File: config.mk
export PLATFORM = sky130hd
export DESIGN_NAME = matmul_mem_sequencer
export DESIGN_NICKNAME = d
export VERILOG_FILES = /design/src/rtl/matmul_mem_sequencer.sv
export SDC_FILE = /design/constraint.sdc
export NUM_CORES = 1
export LEC_CHECK = 0
export BUFFER_PORTS_ARGS = -buffer_cell sky130_fd_sc_hd__buf_2
export CAP_MARGIN = 40
export CORE_AREA = 2 2 330 332
export CTS_CLUSTER_DIAMETER = 100
export DETAILED_ROUTE_END_ITERATION = 8
export DIE_AREA = 0 0 332 334
export REMOVE_ABC_BUFFERS = 1
export SKIP_CTS_REPAIR_TIMING = 1
export SLEW_MARGIN = 30
export SYNTH_ARGS = -nofsm -noshare
export SYNTH_HDL_FRONTEND = slang
export SYNTH_SLANG_ARGS = --single-unit
File: constraint.sdc
create_clock -name clk -period 2.7 [get_ports clk]
set_input_delay 0.27 -clock clk [delete_from_list [all_inputs] [get_ports clk]]
set_output_delay 0.27 -clock clk [all_outputs]
set_load 0.05 [all_outputs]
File: src/rtl/matmul_mem_sequencer.sv
// Tile sequencer that arbitrates the A/B/C RAM ports between the host and the matmul engine.
// Optional cycle counter output enabled by defining CYCLE_COUNT_EN.
module matmul_mem_sequencer #(
  parameter int DWIDTH   = 16,
  parameter int MAT_SIZE = 8,
  parameter int AWIDTH   = 7,
  parameter int RD_LAT   = 1
) (
  input  logic                       clk,
  input  logic                       reset,
  input  logic                       host_wr_en,
  input  logic                       host_rd_en,
  input  logic [1:0]                 host_sel,
  input  logic [AWIDTH-1:0]          host_addr,
  input  logic [MAT_SIZE*DWIDTH-1:0] host_wdata,
  output logic [MAT_SIZE*DWIDTH-1:0] host_rdata,
  output logic                       host_rvalid,
  output logic                       host_err,
  input  logic                       start,
  input  logic [AWIDTH-1:0]          a_base,
  input  logic [AWIDTH-1:0]          b_base,
  input  logic [AWIDTH-1:0]          c_base,
  output logic                       busy,
  output logic                       done,
  output logic                       eng_start,
  input  logic                       eng_done,
  input  logic [AWIDTH-1:0]          eng_a_addr,
  input  logic [AWIDTH-1:0]          eng_b_addr,
  input  logic [MAT_SIZE*DWIDTH-1:0] eng_c_data,
  input  logic                       eng_c_valid,
  output logic [AWIDTH-1:0]          ram_a_addr,
  output logic [AWIDTH-1:0]          ram_b_addr,
  output logic [AWIDTH-1:0]          ram_c_addr,
  output logic                       ram_a_we,
  output logic                       ram_b_we,
  output logic                       ram_c_we,
  output logic [MAT_SIZE*DWIDTH-1:0] ram_ab_wdata,
  output logic [MAT_SIZE*DWIDTH-1:0] ram_c_wdata,
  input  logic [MAT_SIZE*DWIDTH-1:0] ram_c_rdata
`ifdef CYCLE_COUNT_EN
  ,
  output logic [31:0]                cycle_count
`endif
);

  localparam int RW = $clog2(MAT_SIZE + 1);

  typedef enum logic [2:0] {IDLE, LAUNCH, RUN, FLUSH, DONE} state_t;

  state_t            state, next_state;
  logic [AWIDTH-1:0] a_base_q, b_base_q, c_base_q;
  logic [RW-1:0]     row_cnt;
  logic [RD_LAT-1:0] rd_pipe;

  logic in_idle, start_ok;
  logic host_wr_a, host_wr_b, host_wr_c, host_rd_c;
  logic rows_full, c_accept, err_set;

  always_ff @(posedge clk) begin
    if (reset) state <= IDLE;
    else       state <= next_state;
  end

  always_comb begin
    next_state = state;
    busy       = 1'b0;
    done       = 1'b0;
    eng_start  = 1'b0;
    case (state)
      IDLE:   if (start) next_state = LAUNCH;
      LAUNCH: begin
        eng_start  = 1'b1;
        busy       = 1'b1;
        next_state = RUN;
      end
      RUN: begin
        busy = 1'b1;
        if (eng_done) next_state = FLUSH;
      end
      FLUSH: begin
        busy       = 1'b1;
        next_state = DONE;
      end
      DONE: begin
        done       = 1'b1;
        next_state = IDLE;
      end
      default: next_state = IDLE;
    endcase
  end

  // Host owns the RAM ports only while idle; a simultaneous write beats a read.
  always_comb begin
    in_idle   = (state == IDLE);
    start_ok  = in_idle && start;
    host_wr_a = in_idle && host_wr_en && (host_sel == 2'd0);
    host_wr_b = in_idle && host_wr_en && (host_sel == 2'd1);
    host_wr_c = in_idle && host_wr_en && (host_sel == 2'd2);
    host_rd_c = in_idle && host_rd_en && !host_wr_en && (host_sel == 2'd2);
    rows_full = (row_cnt >= RW'(MAT_SIZE));
    c_accept  = (state == RUN) && eng_c_valid && !rows_full;
    err_set   = (busy && (host_wr_en || host_rd_en))
             || ((state == RUN) && eng_c_valid && rows_full)
             || ((state == FLUSH) && !rows_full);
  end

  always_ff @(posedge clk) begin
    if (reset) begin
      ram_a_addr   <= '0;
      ram_b_addr   <= '0;
      ram_c_addr   <= '0;
      ram_a_we     <= 1'b0;
      ram_b_we     <= 1'b0;
      ram_c_we     <= 1'b0;
      ram_ab_wdata <= '0;
      ram_c_wdata  <= '0;
      a_base_q     <= '0;
      b_base_q     <= '0;
      c_base_q     <= '0;
      row_cnt      <= '0;
      host_err     <= 1'b0;
    end else begin
      ram_a_we <= host_wr_a;
      ram_b_we <= host_wr_b;
      ram_c_we <= host_wr_c || c_accept;
      if (host_wr_a) begin
        ram_a_addr   <= host_addr;
        ram_ab_wdata <= host_wdata;
      end
      if (host_wr_b) begin
        ram_b_addr   <= host_addr;
        ram_ab_wdata <= host_wdata;
      end
      if (host_wr_c) begin
        ram_c_addr  <= host_addr;
        ram_c_wdata <= host_wdata;
      end
      if (host_rd_c) ram_c_addr <= host_addr;
      if (state == RUN) begin
        ram_a_addr <= a_base_q + eng_a_addr;
        ram_b_addr <= b_base_q + eng_b_addr;
      end
      if (c_accept) begin
        ram_c_addr  <= c_base_q + AWIDTH'(row_cnt);
        ram_c_wdata <= eng_c_data;
        row_cnt     <= row_cnt + RW'(1);
      end
      if (start_ok) begin
        a_base_q <= a_base;
        b_base_q <= b_base;
        c_base_q <= c_base;
        row_cnt  <= '0;
      end
      host_err <= host_err || err_set;
    end
  end

  // Read pipeline runs independently of the FSM so reads issued before a start still complete.
  always_ff @(posedge clk) begin
    if (reset) begin
      rd_pipe     <= '0;
      host_rvalid <= 1'b0;
      host_rdata  <= '0;
    end else begin
      rd_pipe[0] <= host_rd_c;
      for (int i = 1; i < RD_LAT; i++) rd_pipe[i] <= rd_pipe[i-1];
      host_rvalid <= rd_pipe[RD_LAT-1];
      if (rd_pipe[RD_LAT-1]) host_rdata <= ram_c_rdata;
    end
  end

`ifdef CYCLE_COUNT_EN
  always_ff @(posedge clk) begin
    if (reset)                              cycle_count <= '0;
    else if (start_ok)                      cycle_count <= '0;
    else if (busy && (cycle_count != '1))   cycle_count <= cycle_count + 32'd1;
  end
`endif

endmodule

* After elaboration in Yosys (flattened, before gate mapping)
Index checks and enable logic that the tools add are counted.
Word-level totals: logic and storage cells 77, register bits 439, output and inout bits 413, input bits 435
Cells by class: add/subtract/negate cells 4, $lt $le $gt $ge 1, equality and inequality tests 8, mux-type cells 17, reduce and logical (&&, ||, !) cells 30
Operator list (number):
- 128-bit 2-to-1 mux | 4
- 7-bit 2-to-1 mux | 7
- 7-bit adder | 2
- 1-bit logical AND | 13
- 3-bit case mux with 4 select lines | 1
- 2-bit nonzero test | 4
- 7-bit by 4-bit adder with 7-bit output | 1
- 3-bit by 2-bit equality test with 1-bit output (second input constant) | 2
- 3-bit 2-to-1 mux | 2
- 1-bit logical OR | 5
- 4-bit by 1-bit adder with 4-bit output (second input constant) | 1
- 4-bit greater-or-equal comparator (second input constant) | 1
- 2-bit inequality test (second input constant) | 2
- 3-bit by 1-bit equality test with 1-bit output (second input constant) | 1
- 3-bit equality test (second input constant) | 1
- 3-bit zero test | 1
- 1-bit 2-to-1 mux | 3
- 3-bit nonzero test | 1
- 3-bit OR reduction | 1
- 2-bit by 1-bit equality test with 1-bit output (second input constant) | 1
- 2-bit equality test (second input constant) | 1
- 1-bit zero test | 2
- 2-bit zero test | 1
- 2-bit AND reduction | 1
- 2-bit OR reduction | 1

* Logic depth before layout (Yosys ltp)
depth in word-level cells 7, depth in mapped cells 8, gate-level depth less buffers 8

* Worst setup path before layout
No wires, ideal clock.
path type register to register, start register b_base_q[0], end register ram_b_addr[6], stages on the path, launching flop included 8, setup time 0.112 ns, period minus slack after synthesis 1.967 ns, data required time 2.588 ns, buffers on the path 0, arrival time 1.855 ns, path slack 0.733 ns, cell sequence dfxtp_1 -> ha_1 -> fa_1 -> a211oi_1 -> o21bai_1 -> a21oi_1 -> xnor2_1 -> a2111oi_1
On the way: cells in the longest elaborated chain, start to end 2
RTL lines:
- from (decl) | line 51 | logic [AWIDTH-1:0] a_base_q, b_base_q, c_base_q;
- from (signal assigned) | line 150 | b_base_q <= b_base;
- 7-bit adder | line 141 | ram_b_addr <= b_base_q + eng_b_addr;
- 7-bit 2-to-1 mux | line 139 | if (state == RUN) begin
- to (signal assigned) | line 131 | ram_b_addr <= host_addr;
- to (signal assigned) | line 141
- to (decl) | line 32 | output logic [AWIDTH-1:0] ram_b_addr,
No other way between the ends. A chain may end at the register's enable or synchronous reset.

* Worst setup path in the final report
start register state[2], end register ram_c_wdata[102]
On the way: cells in the longest elaborated chain, start to end 4
RTL lines:
- from (decl) | line 50 | state_t state, next_state;
- from (signal assigned) | line 61 | else state <= next_state;
- 3-bit by 2-bit equality test with 1-bit output or 3-bit zero test (tied branches) | line 101, 94
- 1-bit logical AND (on tied branches) (2 in a row) | line 101, 98
- 128-bit 2-to-1 mux or 2-bit nonzero test (tied branches)
- to (signal assigned) | line 136 | ram_c_wdata <= host_wdata;
- to (signal assigned) | line 145 | ram_c_wdata <= eng_c_data;
- to (decl) | line 38 | output logic [MAT_SIZE*DWIDTH-1:0] ram_c_wdata,
Several ways; a longest one is shown, not always the timed one.

==> summary.txt <==
Run status
  • Result of the run: finished with violations
  • Violations in the final reports: negative hold slack

Yosys
  • Synth Flop Type: sky130_fd_sc_hd__dfxtp_1
  • Synth Area per Inst: between 9 and 10 sq um
  • Cell type with the highest aggregate area in the netlist: sky130_fd_sc_hd__dfxtp_1
  • Synth async-reset ratio: 0%
  • Synthesis-stage register bit count: 439
  • Warnings from Yosys: 0
  • Dominant cell by count in the synthesized netlist: sky130_fd_sc_hd__dfxtp_1
  • Area fraction of the dominant cell type after synthesis: about 50%
  • Area contributors post-synth: sky130_fd_sc_hd__dfxtp_1 (50%), sky130_fd_sc_hd__mux2i_1 (15%), sky130_fd_sc_hd__nand2_1 (6.8%), sky130_fd_sc_hd__nor2_1 (6.0%), sky130_fd_sc_hd__a211oi_1 (5.5%)
  • Post-synth EDFFs: 0
  • Cell area after technology mapping: between 15000 and 20000 sq um
  • Post-synthesis sequential area ratio: between 50% and 60%
  • Ranking of synthesized cells by instance count: sky130_fd_sc_hd__dfxtp_1 (439), sky130_fd_sc_hd__nand2_1 (320), sky130_fd_sc_hd__nor2_1 (280)
  • Synthesized instance count: between 1500 and 2000
  • Synth cell types: 53

Power and ir drop
  • Power spent charging and discharging nets: roughly 5700 uW
  • Pwr per Cell Area: 628.9 nW/um^2
  • Flop pwr share: between 30% and 40%
  • Total leakage power: 0.01346 uW
  • Peak supply drop: just under 800 uV
  • Proportion of power drawn by combinational gates: 21.3%
  • Sw Ratio: 31.31%
  • Internal power: 12580 uW
  • Part of the total power dissipated in the clock network: between 40 and 50%

CTS
  • CTS tree: built
  • Largest buffer count on any clock path: 3
  • CTS sink cnt: roughly 440
  • H-tree levels: 2
  • Root buffer cell: sky130_fd_sc_hd__clkbuf_16
  • Register clock-pin slew on the reported worst setup and hold paths: 0.06 ns
  • Clock Latency Late Sink: a little over 0.6 ns
  • Total CTS buffers: 51

Worst setup path
  • Critical Path AT: slightly above 3 ns
  • Critical path depth: 6
  • WS Path Type: reg2reg
  • R2r setup slk: 0.20 ns
  • Length in cells of the worst reg-to-reg path: 6
  • Max stage delay cell, worst path: sky130_fd_sc_hd__dlygate4sd3_1
  • Capture point of the worst reg-to-reg path: ram_c_wdata[102]
  • Buf+Inv Stages, Crit Path: 2
  • Crit path max-delay family: buffers and inverters
  • Category of the worst setup path launch point: register
  • Required time reported for the critical path endpoint: 3.24 ns
  • Crit path to: ram_c_wdata[102]
  • Worst setup EP type: register
  • Beginning of the worst register-to-register path: state[2]
  • Maximum cell stage delay along the critical path: between 0.5 and 0.6 ns
  • First element of the critical path: state[2]
  • Worst path cell trace: nand2b_4 > or3_4 > buf_4 > nor2_1 > a211oi_1 > dlygate4sd3_1
  • Maximum net fanout on the critical path: 31

Timing
  • Highest clock rate: roughly 0.4 GHz
  • Actual transition at the worst max-transition pin: slightly below 0.8 ns
  • Shortest period the worst path allows: 2.502 ns
  • Finish-stage setup viols: 0
  • Final clock period utilization by the worst path: between 90 and 100%
  • Slew Viols, Final: 0
  • Slew headroom: 46.96%
  • Hold Worst Slack: -0.02154 ns
  • Unrepaired setup endpoints after global routing: false
  • Final number of hold-violating endpoints: 6
  • Final-layout setup total negative slack: 0 ns
  • Clock tree skew after final layout: around 0.027 ns

Floorplan
  • Width of the die: between 300 and 400 microns
  • Number of core rows: around 120
  • Die area: 110900 sq um
  • Die extent in y: around 330 microns
  • Area inside the core boundary: 107800 sq um
  • Effective utilization at floorplan: between 10% and 20%
  • Count of pins on the block boundary: 848

Global routing
  • First-pass GRT wire length: between 100000 and 150000 microns
  • Total gr overflow: 0
  • Number of global-route vias before repair: 16100
  • Maximum number of pins on one net before global-route repair: 76
  • Antenna violations before repair: 5
  • GRT Total Usage: between 10% and 20%

Detailed routing
  • Antenna-violating nets left: 0
  • Drt first-iter violations: approximately 860
  • DRT Wirelength: about 84000 microns
  • Drt drc: 0
  • DR pass1 iterations: 5
  • WL per Instance: between 15 and 20 microns
  • Count of vias placed by the detailed router: about 18000
  • Routed via count divided by cell count: slightly above 4

Layout
  • Share of layout cells above drive strength 1: ~33%
  • Final standard cell utilization of the core: 27.00%
  • # nets final: between 3000 and 4000
  • Post-layout instance area: slightly below 30000 sq um
  • Syn-to-layout area delta: 65.89%

Min path
  • Path category of the worst min-delay check: in2reg

Placement
  • Sum of net half-perimeters after detailed placement: around 63000 microns
  • Port bufs: between 800 and 900
  • Routability cong.: ~0.90
  • Placed inst area: ~23000 sq um

Flow run
  • Number of max-capacitance violations reported: 0
[worst reg2reg max path, delay by kind of cell, from the launching register on]
kind	cells	cell delay [ns]
buffers and inverters	2	1.00
AND/OR/NAND/NOR	3	0.73
flip-flops	1	0.50
AO/OA/AOI/OAI	1	0.20
[worst min-delay path by stage]
stage	startpoint	to	slack [ns]	depth (start not counted)
final	eng_c_data[62]	ram_c_wdata[62]	-0.02	3
after global placement	ram_ab_wdata[47]	ram_ab_wdata[47]	0.44	2
after floorplan	reset	ram_c_addr[2]	0.33	1
after detailed placement	ram_ab_wdata[106]	ram_ab_wdata[106]	0.44	2
after global routing	eng_c_data[45]	ram_c_wdata[45]	-0.0001	3
after CTS	a_base[5]	a_base_q[5]	-0.17	3
[cells in the final DEF, fill, tap and decap left out, types with 3 or more instances in the layout]
cell type / Yosys / routed
sky130_fd_sc_hd__nand2b_1: 3 / 3
sky130_fd_sc_hd__xor2_1: 7 / 7
sky130_fd_sc_hd__nand3b_1: 3 / 3
sky130_fd_sc_hd__mux2i_1: 259 / 259
sky130_fd_sc_hd__clkbuf_16: 0 / 53
sky130_fd_sc_hd__a31oi_1: 4 / 4
sky130_fd_sc_hd__nand2_1: 320 / 320
sky130_fd_sc_hd__o21ai_0: 10 / 10
sky130_fd_sc_hd__fa_1: 3 / 3
sky130_fd_sc_hd__nor2_1: 280 / 280
sky130_fd_sc_hd__buf_2: 62 / 846
sky130_fd_sc_hd__clkbuf_8: 0 / 8
sky130_fd_sc_hd__clkbuf_1: 62 / 7
sky130_fd_sc_hd__nor3_1: 12 / 12
sky130_fd_sc_hd__bufinv_16: 0 / 6
sky130_fd_sc_hd__nor4_1: 3 / 3
sky130_fd_sc_hd__nand3_1: 10 / 10
sky130_fd_sc_hd__dlygate4sd3_1: 0 / 394
sky130_fd_sc_hd__a21o_1: 7 / 7
sky130_fd_sc_hd__ha_1: 18 / 18
sky130_fd_sc_hd__xnor2_1: 7 / 7
sky130_fd_sc_hd__a211oi_2: 11 / 11
sky130_fd_sc_hd__clkinv_2: 0 / 14
sky130_fd_sc_hd__a21oi_1: 162 / 162
sky130_fd_sc_hd__dfxtp_1: 439 / 438
sky130_fd_sc_hd__and3_1: 3 / 3
sky130_fd_sc_hd__a211oi_1: 129 / 129
sky130_fd_sc_hd__buf_4: 10 / 48
sky130_fd_sc_hd__inv_1: 7 / 7
sky130_fd_sc_hd__a311oi_1: 11 / 11
sky130_fd_sc_hd__buf_12: 11 / 16
[registers in the layout (all words and copies together), names as in the netlist]
signal	flops
a_base_q	7
b_base_q	7
c_base_q	7
host_err	1
host_rdata	128
host_rvalid	1
ram_a_addr	7
ram_a_we	1
ram_ab_wdata	128
ram_b_addr	7
ram_b_we	1
ram_c_addr	7
ram_c_wdata	128
ram_c_we	1
rd_pipe	1
row_cnt	4
state	3
[power by group through the flow]
| stage | registers, uW | logic, uW | clock network (uW) |
|---|---|---|---|
| 6_report | 7060 | 3900 | 7340 |
| 3_5_place_dp | 7200 | 3430 | 0 |
| 4_1_cts | 7060 | 3440 | 7560 |
| 3_3_place_gp | 7190 | 3420 | 0 |
| 5_1_grt | 7100 | 4140 | 7810 |
| 2_1_floorplan | 8330 | 922 | 0 |
[cells by family (layout without fill, tap and decap cells)]
logic type	after synthesis	after routing	synth area share, %
other cells	0	1	0
fa+ha+maj	21	21	1.626
compound gates	349	349	12.86
xor+xnor	14	14	0.6988
flops	439	439	50.09
mux	259	259	14.77
buf+inv	158	1408	5.248
simple gates	650	650	14.70
[routing by layer]
metal,global-route usage (%),up-vias,wire length (microns)
met2,22.82,688,40410
met4,3.491,0,2209
li1,-,8900,-
met5,0,-,0
met3,5.364,126,7651
met1,16.24,8707,34000
[per-stage QoR]
stage / hold slack, ns / setup slack [ns] / total power (uW) / cells
detailed placement: 0.4433 / 0.3433 / 10630 / 4064
global route: -0.0001111 / 0.05161 / 19050 / 4554
CTS: -0.1726 / 0.4765 / 18060 / 4158
floorplan: 0.3346 / -3.087 / 9249 / 1739
finish: -0.02154 / 0.1984 / 18310 / 4555
global placement: 0.4391 / 0.3076 / 10610 / 4064
[area by class of cell]
class                   count  area (sq um)
well taps                1414          1769
multi-input cells        1293          7855
clock buffers              68          1463
flip-flops and latches    439          8792
fillers                 11420         78690
diodes                      1         2.502
inverters                   7         26.28
repair buffers           1307          8900
clock inverters            26         300.3
(Power assumes the default switching activity.)
